### src/rtl/bcd_pkg.sv
// Shared types and constants for the round-robin BCD conversion arbiter.
// Holds the arbiter FSM states, operand/result widths and the watchdog default.
package bcd_pkg;

    localparam int BIN_W       = 8;
    localparam int BCD_W       = 12;
    localparam int TIMEOUT_DEF = 32;

    typedef enum logic [1:0] {
        IDLE,
        START,
        WAIT,
        OUT
    } state_t;

    // Double-dabble digit correction applied before each shift.
    function automatic logic [3:0] dd_adj(input logic [3:0] d);
        return (d >= 4'd5) ? d + 4'd3 : d;
    endfunction

endpackage

### src/rtl/bcd_arbiter_binparabcd.sv
// Iterative 8-bit binary to 3-digit BCD converter (double dabble, 1 bit/cycle).
// Ports: clk, rst (async high), start, bin in; ready, done_tick (pulse), bcd out.
module binparabcd
    import bcd_pkg::*;
(
    input  logic             clk,
    input  logic             rst,
    input  logic             start,
    input  logic [BIN_W-1:0] bin,
    output logic             ready,
    output logic             done_tick,
    output logic [BCD_W-1:0] bcd
);

    localparam int SH_W = BCD_W + BIN_W;
    localparam logic [2:0] LAST = 3'(BIN_W - 1);

    logic            run;
    logic [2:0]      cnt;
    logic [SH_W-1:0] sh;
    logic [SH_W-1:0] adj;
    logic [SH_W-1:0] sh_nx;

    always_comb begin
        adj = {dd_adj(sh[BIN_W+8 +: 4]),
               dd_adj(sh[BIN_W+4 +: 4]),
               dd_adj(sh[BIN_W +: 4]),
               sh[BIN_W-1:0]};
        sh_nx = adj << 1;
    end

    assign ready = ~run;

    always_ff @(posedge clk or posedge rst) begin
        if (rst) begin
            run       <= 1'b0;
            cnt       <= '0;
            sh        <= '0;
            done_tick <= 1'b0;
            bcd       <= '0;
        end else begin
            done_tick <= 1'b0;
            if (!run && start) begin
                sh  <= {{BCD_W{1'b0}}, bin};
                cnt <= '0;
                run <= 1'b1;
            end else if (run) begin
                sh  <= sh_nx;
                cnt <= cnt + 3'd1;
                if (cnt == LAST) begin
                    run       <= 1'b0;
                    done_tick <= 1'b1;
                    bcd       <= sh_nx[SH_W-1:BIN_W];
                end
            end
        end
    end

endmodule

### src/rtl/bcd_arbiter.sv
// Round-robin arbiter sharing one binary-to-BCD converter among N_REQ clients.
// Ports: clk, rst, req, bin in; gnt, busy, done, done_id, bcd, err out.
module bcd_arbiter
    import bcd_pkg::*;
#(
    parameter int N_REQ   = 4,
    parameter int TIMEOUT = TIMEOUT_DEF
) (
    input  logic                     clk,
    input  logic                     rst,
    input  logic [N_REQ-1:0]         req,
    input  logic [N_REQ*BIN_W-1:0]   bin,
    output logic [N_REQ-1:0]         gnt,
    output logic                     busy,
    output logic                     done,
    output logic [$clog2(N_REQ)-1:0] done_id,
    output logic [BCD_W-1:0]         bcd,
    output logic                     err
);

    localparam int ID_W = $clog2(N_REQ);
    localparam int WD_W = $clog2(TIMEOUT) + 1;
    localparam logic [WD_W-1:0] WD_MAX   = WD_W'(TIMEOUT - 1);
    localparam logic [ID_W-1:0] LAST_RST = ID_W'(N_REQ - 1);

    state_t state;
    state_t state_nx;

    logic [ID_W-1:0]  last;
    logic [ID_W-1:0]  idx;
    logic [ID_W-1:0]  pick;
    logic             found;
    logic             grant_ok;
    logic [BIN_W-1:0] opnd;
    logic [WD_W-1:0]  wd;
    logic [BCD_W-1:0] bcd_r;
    logic             done_r;
    logic [ID_W-1:0]  done_id_r;

    logic             c_start;
    logic             c_ready;
    logic             c_done;
    logic [BCD_W-1:0] c_bcd;

    binparabcd u_conv (
        .clk       (clk),
        .rst       (rst),
        .start     (c_start),
        .bin       (opnd),
        .ready     (c_ready),
        .done_tick (c_done),
        .bcd       (c_bcd)
    );

    // First requester strictly after the last one served, wrapping.
    always_comb begin
        found = 1'b0;
        pick  = '0;
        for (int k = 1; k <= N_REQ; k++) begin
            if (!found && req[(int'(last) + k) % N_REQ]) begin
                found = 1'b1;
                pick  = ID_W'((int'(last) + k) % N_REQ);
            end
        end
    end

    // The cycle done is high counts as a guard cycle: no grant alongside it.
    assign grant_ok = (state == IDLE) && !rst && !done_r
                      && c_ready && found;

    always_comb begin
        state_nx = state;
        c_start  = 1'b0;
        gnt      = '0;
        err      = 1'b0;
        case (state)
            IDLE: begin
                if (grant_ok) begin
                    gnt      = N_REQ'(1) << pick;
                    state_nx = START;
                end
            end
            START: begin
                c_start  = 1'b1;
                state_nx = WAIT;
            end
            WAIT: begin
                if (c_done) begin
                    state_nx = OUT;
                end else if (wd == WD_MAX) begin
                    err      = 1'b1;
                    state_nx = IDLE;
                end
            end
            OUT: begin
                state_nx = IDLE;
            end
            default: begin
                state_nx = IDLE;
            end
        endcase
    end

    always_ff @(posedge clk or posedge rst) begin
        if (rst) begin
            state     <= IDLE;
            last      <= LAST_RST;
            idx       <= '0;
            opnd      <= '0;
            wd        <= '0;
            bcd_r     <= '0;
            done_r    <= 1'b0;
            done_id_r <= '0;
        end else begin
            state  <= state_nx;
            done_r <= 1'b0;
            case (state)
                IDLE: begin
                    if (grant_ok) begin
                        idx  <= pick;
                        opnd <= bin[int'(pick)*BIN_W +: BIN_W];
                    end
                end
                START: begin
                    wd <= '0;
                end
                WAIT: begin
                    wd <= wd + 1'b1;
                    if (c_done) begin
                        bcd_r <= c_bcd;
                    end
                end
                OUT: begin
                    done_r    <= 1'b1;
                    done_id_r <= idx;
                    last      <= idx;
                end
                default: begin
                end
            endcase
        end
    end

    assign busy    = (state != IDLE);
    assign done    = done_r;
    assign done_id = done_id_r;
    assign bcd     = bcd_r;

endmodule

### config.mk
export PLATFORM = sky130hd
export DESIGN_NAME = bcd_arbiter
export DESIGN_NICKNAME = d
export VERILOG_FILES = /design/src/rtl/bcd_pkg.sv /design/src/rtl/bcd_arbiter_binparabcd.sv /design/src/rtl/bcd_arbiter.sv
export SDC_FILE = /design/constraint.sdc
export NUM_CORES = 1
export LEC_CHECK = 0
export ABC_CLOCK_PERIOD_IN_PS = 2200
export CAP_MARGIN = 20
export CORE_MARGIN = 2
export CORE_UTILIZATION = 27
export DETAILED_ROUTE_END_ITERATION = 6
export GPL_ROUTABILITY_DRIVEN = 0
export PLACE_DENSITY_LB_ADDON = 0.1
export SYNTH_ARGS = -nofsm -noshare
export SYNTH_HDL_FRONTEND = slang
export SYNTH_SLANG_ARGS = --single-unit
### constraint.sdc
create_clock -name clk -period 2.2 [get_ports clk]
set_input_delay 0.44 -clock clk [delete_from_list [all_inputs] [get_ports clk]]
set_output_delay 0.44 -clock clk [all_outputs]
set_load 0.1 [all_outputs]
==> out/results.ini, run 1 <==
[critical_path]
worstPathMaxFanout=3
r2r-end=state[1]
r2r_slack_ps=40
cp_slowest_cell=or4b_4
crit_type=reg -> out
cp-start-kind=register
critPathRequiredTime_ps=1760
worst_ep_arrival_time_ps=2120
path_cells=inv_2, ha_4, or4b_4, a21o_1, a21oi_4, nor2b_4, buf_12
crit_path_max_incr_delay_ps=480
worstSetupEndpointType=output pin
r2r_cells=9
r2r_start=state[1]

[grt]
grt_first_pass_wirelength_um=13900
antenna_found_initial=0
grt_pass1_vias=2905
grt_max_degree=31
track_usage_pct=12.3
grt_overflow=0

[floorplan]
dieArea_um2=14100
die_y_um=119
die_w_um=119
row_count=41
initial_core_util_pct=28.0
core-area_um2=12700
boundaryPins=59

[place]
placedCellCount=592
place_hpwl_um=6010
port_buffers=58

[logic_synthesis]
synth_area_um2=3560
synth_area_leaders=dfrtp_1 (49%), mux2i_1 (5.9%), mux2_2 (5.4%)
synthAdderAreaFrac_pct=4.92
synth_edf_count=0
postSynth.asyncResetShare_pct=100
syn_inst=345
synth_common_cells=dfrtp_1 (70), nand2_1 (46), o21ai_0 (35), inv_1 (24), nor2_1 (24)
synth_top_family_by_area=compound AO/OA/AOI/OAI gates
syn-num-nets=397
synth_compound_area_share_pct=14.2
yosysUniqueCellTypes=42
synthSimpleGateAreaFrac_pct=13.3
ys_ff_latch=72
synth_ff_type=dfrtp_1
yosysMostFrequentCell=dfrtp_1
seq_area_frac_synth_pct=50.7
synth-xor-area-share_pct=0.985
synth_top_area_share_pct=49.2
yosysTopAreaCell=dfrtp_1
ys_warn_count=0
muxShareOfSynthArea_pct=11.3
avgSynthCellArea_um2=10.3

[pwr]
combPwrFrac_pct=40.7
p_leak_uw=0.00233
powerDensity_nw_per_um2=1250
seqPwrFrac_pct=32.9
vdd_drop_max_mv=0.813
p_clk_share_pct=26.4
switching_share_pct=36.3
p_switching_uw=2310
p_int_uw=4050

[clock_tree]
clk_pin_slew_worst_paths_ps=60
cts_tree=done
clockBufferDepth=2
cts_buffers=9
cts_root_buf=clkbuf_16
htreeDepth=3
cts.sinks=72
insertion_delay_ps=330

[worst_hold_path]
holdPathStages=2
hold_start=u_conv.bcd[1]
hold_path_class=reg -> reg
hold_end=u_conv.bcd[1]

[sta]
setup_viol=4
drv_slew=0
worst_pin_slew_ps=532
finalHoldViolCount=0
grt_setup_unrepaired=yes
setup_tns_ps=-1270
max_freq_mhz=391
fin_ws_ps=-360
min_period_ps=2560
min_period_over_period_pct=116
slew_headroom_pct=64.5
clock_skew_ps=8.01

[route]
drc=0
ant_nets=0
drtPass1Iterations=6
wire_per_inst_um=13.1
drtIter0Drc=130
via_per_inst=4.53
routed_wirelength_um=8070
via_count=2794

[layout]
diodes=0
fin_nets=492
fillers=1281
area_growth_pct=42.4
final_cells=617
drive_gt1_share_pct=25.6

[flow_run]
cap_violations=0

[status]
violations=negative setup slack
status=finished, violations left

[worst max-delay path: cells and delay by family, from the launching register on]
family	cells	cell delay (ps)
AOI/OAI and AO/OA	2	340
and+or+nand+nor	2	660
adders and majority gates	1	140
DFF	1	390
buffers and inverters	2	260
[cell families after synthesis]
group	count (synthesis)
compound gates	78
mux	38
buf+inv	37
fa+ha+maj	14
flops	72
xor+xnor	4
simple gates	102
[cell type report]
type	count	area [um2]	area share, %
clock buffer	11	243	4.79
timing repair buffer	96	913	18.0
inverter	25	97.6	1.93
clock inverter	5	104	2.05
multi-input combinational	236	1690	33.3
tap	172	215	4.25
sequential	72	1810	35.6
[power by group through the flow]
stage                     Clock [uW]  Sequential [uW]  Combinational (uW)
final                           1680             2090                2590
after global routing            1790             2140                2910
after CTS                       1730             2090                2600
after detailed placement           0             2110                2510
after global placement             0             2100                2460
after floorplan                    0             2260                1570
[worst max path at each step]
stage	cells past startpoint	start	to
2_1_floorplan	4	done	gnt[0]
3_3_place_gp	6	rst	gnt[0]
3_5_place_dp	6	rst	gnt[0]
4_1_cts	7	state[1]	gnt[0]
5_1_grt	7	state[1]	gnt[0]
6_report	7	state[1]	gnt[0]
[routing by layer]
layer | track usage [%] | share of wire (%) | routed length (um) | vias up
met5 | 0 | 0 | 0 | -
met4 | 5.58 | 1.8 | 146 | 0
met3 | 3.67 | 5.6 | 455 | 11
met2 | 18.5 | 45 | 3610 | 60
met1 | 16.3 | 48 | 3860 | 1322
li1 | - | - | - | 1401
[per-stage QoR]
step	power, uW	util [%]	setup slack, ps	hold slack, ps	cell area [um2]
floorplan	3830	-	-394	446	3610
global route	6850	39.8	-434	507	5070
detailed placement	4620	36.1	-364	469	4600
CTS	6430	39.4	-385	482	5020
finish	6360	39.8	-360	473	5070
global placement	4570	36.1	-348	462	4600
[placed cells by master (no fill, tap or decap), drive strengths merged, types with 2 or more instances in the layout]
master         instances
dfstp                  2
a22o                   5
a211oi                 7
o31ai                  2
nor2                  24
clkinv                 3
mux2                  17
nor3b                  6
nand2b                 6
nor2b                  3
a21oi                 14
a21o                   2
inv                   23
dfrtp                 70
buf                   59
xnor2                  3
or3                    2
a221oi                 8
bufinv                 3
nand2                 46
o21ai                 36
nor3                   4
clkdlybuf4s50         37
ha                    14
mux2i                 21
nand3                  6
clkbuf                11
[what timing repair did]
action / CTS / global route
setup endpoints to repair: 6 / 7
pin swaps: 0 / 5
setup buffers: 6 / 4
gates resized for setup: 6 / 6
hold buffers: 0 / 0
[sequential cells by signal, summed over array words and instances (netlist names)]
register          cells
u_conv.run            1
last                  2
opnd                  8
idx                   2
done                  1
bcd                  12
u_conv.bcd           12
done_id               2
state                 2
u_conv.sh            20
wd                    6
u_conv.done_tick      1
u_conv.cnt            3
(Power assumes the default switching activity.)
==> run 2, diff against run 1 <==
--- a/config.mk
+++ b/config.mk
@@ -7,11 +7,11 @@
 export LEC_CHECK = 0
 export ABC_CLOCK_PERIOD_IN_PS = 2200
 export CAP_MARGIN = 20
+export CORE_ASPECT_RATIO = 0.7
 export CORE_MARGIN = 2
 export CORE_UTILIZATION = 27
 export DETAILED_ROUTE_END_ITERATION = 6
 export GPL_ROUTABILITY_DRIVEN = 0
-export PLACE_DENSITY_LB_ADDON = 0.1
 export SYNTH_ARGS = -nofsm -noshare
 export SYNTH_HDL_FRONTEND = slang
 export SYNTH_SLANG_ARGS = --single-unit
==> out/results.ini, run 2 (synthesized netlist as in run 1, its figures left out) <==
[floorplan]
row_count=35  ; was 41
die_y_um=100  ; was 119 um
initial_core_util_pct=27.4  ; was 28.0%
boundaryPins=59  ; unchanged
dieArea_um2=14100  ; about the same
core-area_um2=13000  ; was 12700 um2
die_w_um=141  ; was 119 um

[critical_path]
cp-start-kind=register  ; unchanged
worstPathMaxFanout=3  ; unchanged
r2r_cells=8  ; was 9
critPathRequiredTime_ps=1760  ; about the same
worst_ep_arrival_time_ps=2110  ; was 2120 ps
r2r_slack_ps=160  ; was 40 ps
r2r-end=opnd[2]  ; was state[1]
r2r_start=state[1]  ; unchanged
worstSetupEndpointType=output pin  ; unchanged
crit_type=reg -> out  ; unchanged

[place]
dp_slack_ps=-405  ; was -364 ps
port_buffers=58  ; unchanged
dpl_cell_area_um2=4600  ; about the same
place_hpwl_um=6230  ; was 6010 um
placedCellCount=585  ; was 592

[pwr]
switching_share_pct=37.2  ; was 36.3%
p_clk_share_pct=24.9  ; was 26.4%
combPwrFrac_pct=41.9  ; was 40.7%
p_leak_uw=0.00232  ; was 0.00233 uW
seqPwrFrac_pct=33.2  ; was 32.9%
powerDensity_nw_per_um2=1250  ; about the same
vdd_drop_max_mv=0.486  ; was 0.813 mV
p_int_uw=3950  ; was 4050 uW
p_switching_uw=2340  ; was 2310 uW

[status]
violations=negative setup slack  ; unchanged
status=finished, violations left  ; unchanged

[sta]
min_period_ps=2550  ; was 2560 ps
drv_slew=0  ; unchanged
grt_setup_unrepaired=yes  ; unchanged
setup_viol=4  ; unchanged
worst_pin_slew_ps=488  ; was 532 ps
clock_skew_ps=8.09  ; was 8.01 ps
slew_headroom_pct=67.4  ; was 64.5%
min_period_over_period_pct=116  ; about the same
setup_tns_ps=-1180  ; was -1270 ps
finalHoldViolCount=0  ; unchanged
fin_ws_ps=-350  ; was -360 ps
max_freq_mhz=392  ; was 391 MHz

[route]
routed_wirelength_um=8470  ; was 8070 um
drtIter0Drc=145  ; was 130
via_per_inst=4.65  ; was 4.53
wire_per_inst_um=13.8  ; was 13.1 um
drc=0  ; unchanged
drtPass1Iterations=5  ; was 6
ant_nets=0  ; unchanged
via_count=2852  ; was 2794

[layout]
fin_util_pct=38.8  ; was 39.8%
final_cells=613  ; was 617
mostFrequentLayoutCell=dfrtp_1  ; unchanged
largest_reg_flops=20  ; unchanged
regArea_um2=1810  ; unchanged
drive_gt1_share_pct=25.5  ; was 25.6%
layout_common_cells=dfrtp_1 (69), buf_4 (52), nand2_1 (46)  ; was dfrtp_1 (69), buf_4 (51), nand2_1 (46)
max_flop_register=u_conv.sh  ; unchanged
fin_nets=494  ; was 492
final_cell_area_um2=5040  ; was 5070 um2
fillers=1269  ; was 1281
area_growth_pct=41.7  ; was 42.4%
diodes=0  ; unchanged
layout_top_registers=u_conv.sh x20, bcd x12, u_conv.bcd x12  ; unchanged
multi_input_area_um2=1670  ; was 1690 um2

[grt]
use_met3_pct=4.29  ; was 3.67%
grt_pass1_vias=2983  ; was 2905
antenna_found_initial=0  ; unchanged
met2_usage_pct=20.4  ; was 18.5%
busiest_layer=met2  ; unchanged
grt_first_pass_wirelength_um=14200  ; was 13900 um
track_usage_pct=12.7  ; was 12.3%
met1_usage_pct=16.4  ; was 16.3%
grt_max_degree=31  ; unchanged
grt_overflow=0  ; unchanged

[worst_hold_path]
hold_path_class=in -> async  ; was reg -> reg

[clock_tree]
insertion_delay_ps=340  ; was 330 ps
clk_pin_slew_worst_paths_ps=60  ; about the same
cts_buffers=9  ; unchanged
clockBufferDepth=2  ; unchanged
htreeDepth=3  ; unchanged
cts_root_buf=clkbuf_16  ; unchanged
cts_tree=done  ; unchanged
cts.sinks=72  ; unchanged

[flow_run]
cap_violations=0  ; unchanged

==> run 2: timing repair <==
item,in CTS,in global routing
hold buffers,0,0
pin swaps,3,3
gates resized for setup,8,2
endpoints found under the setup margin,5,6
buffers inserted,7,5
==> run 2: metrics by stage <==
| step | hold WS (ps) | power (uW) |
|---|---|---|
| after floorplan | 446 | 3830 |
| after detailed placement | 469 | 4650 |
| after CTS | 301 | 6330 |
| final | 299 | 6290 |
| after global routing | 324 | 6740 |
| after global placement | 456 | 4530 |
==> run 2: cell type report <==
class | count | share of cell area [%]
timing repair buffer | 98 | 18.6
multi-input combinational | 236 | 33.1
tap | 166 | 4.12
sequential | 72 | 35.8
inverter | 25 | 1.94
clock inverter | 5 | 1.59
clock buffer | 11 | 4.82
==> run 2: worst max path at each step <==
stage | slack [ps] | startpoint | end
global placement | -390 | rst | gnt[1]
global route | -440 | state[1] | gnt[0]
CTS | -360 | state[1] | gnt[0]
detailed placement | -400 | rst | gnt[0]
finish | -350 | state[1] | gnt[0]
floorplan | -390 | done | gnt[0]
==> run 2: critical path: stages, from the launching register on <==
cell and delay (ps):
dfrtp_1 390, inv_2 80, ha_4 130, or4b_4 470, a21o_1 210, a21oi_4 130
nor2b_4 180, buf_12 180
==> run 2: power groups by stage <==
stage          clock, uW  sequential, uW  combinational (uW)
3_3_place_gp           0            2090                2440
3_5_place_dp           0            2110                2530
6_report            1560            2090                2630
2_1_floorplan          0            2260                1570
4_1_cts             1610            2090                2630
5_1_grt             1670            2150                2920
==> run 2: layer usage <==
layer / wire length (um) / vias to the layer above
li1: - / 1393
met1: 4020 / 1400
met2: 4040 / 49
met3: 331 / 10
met4: 78 / 0
met5: 0 / -
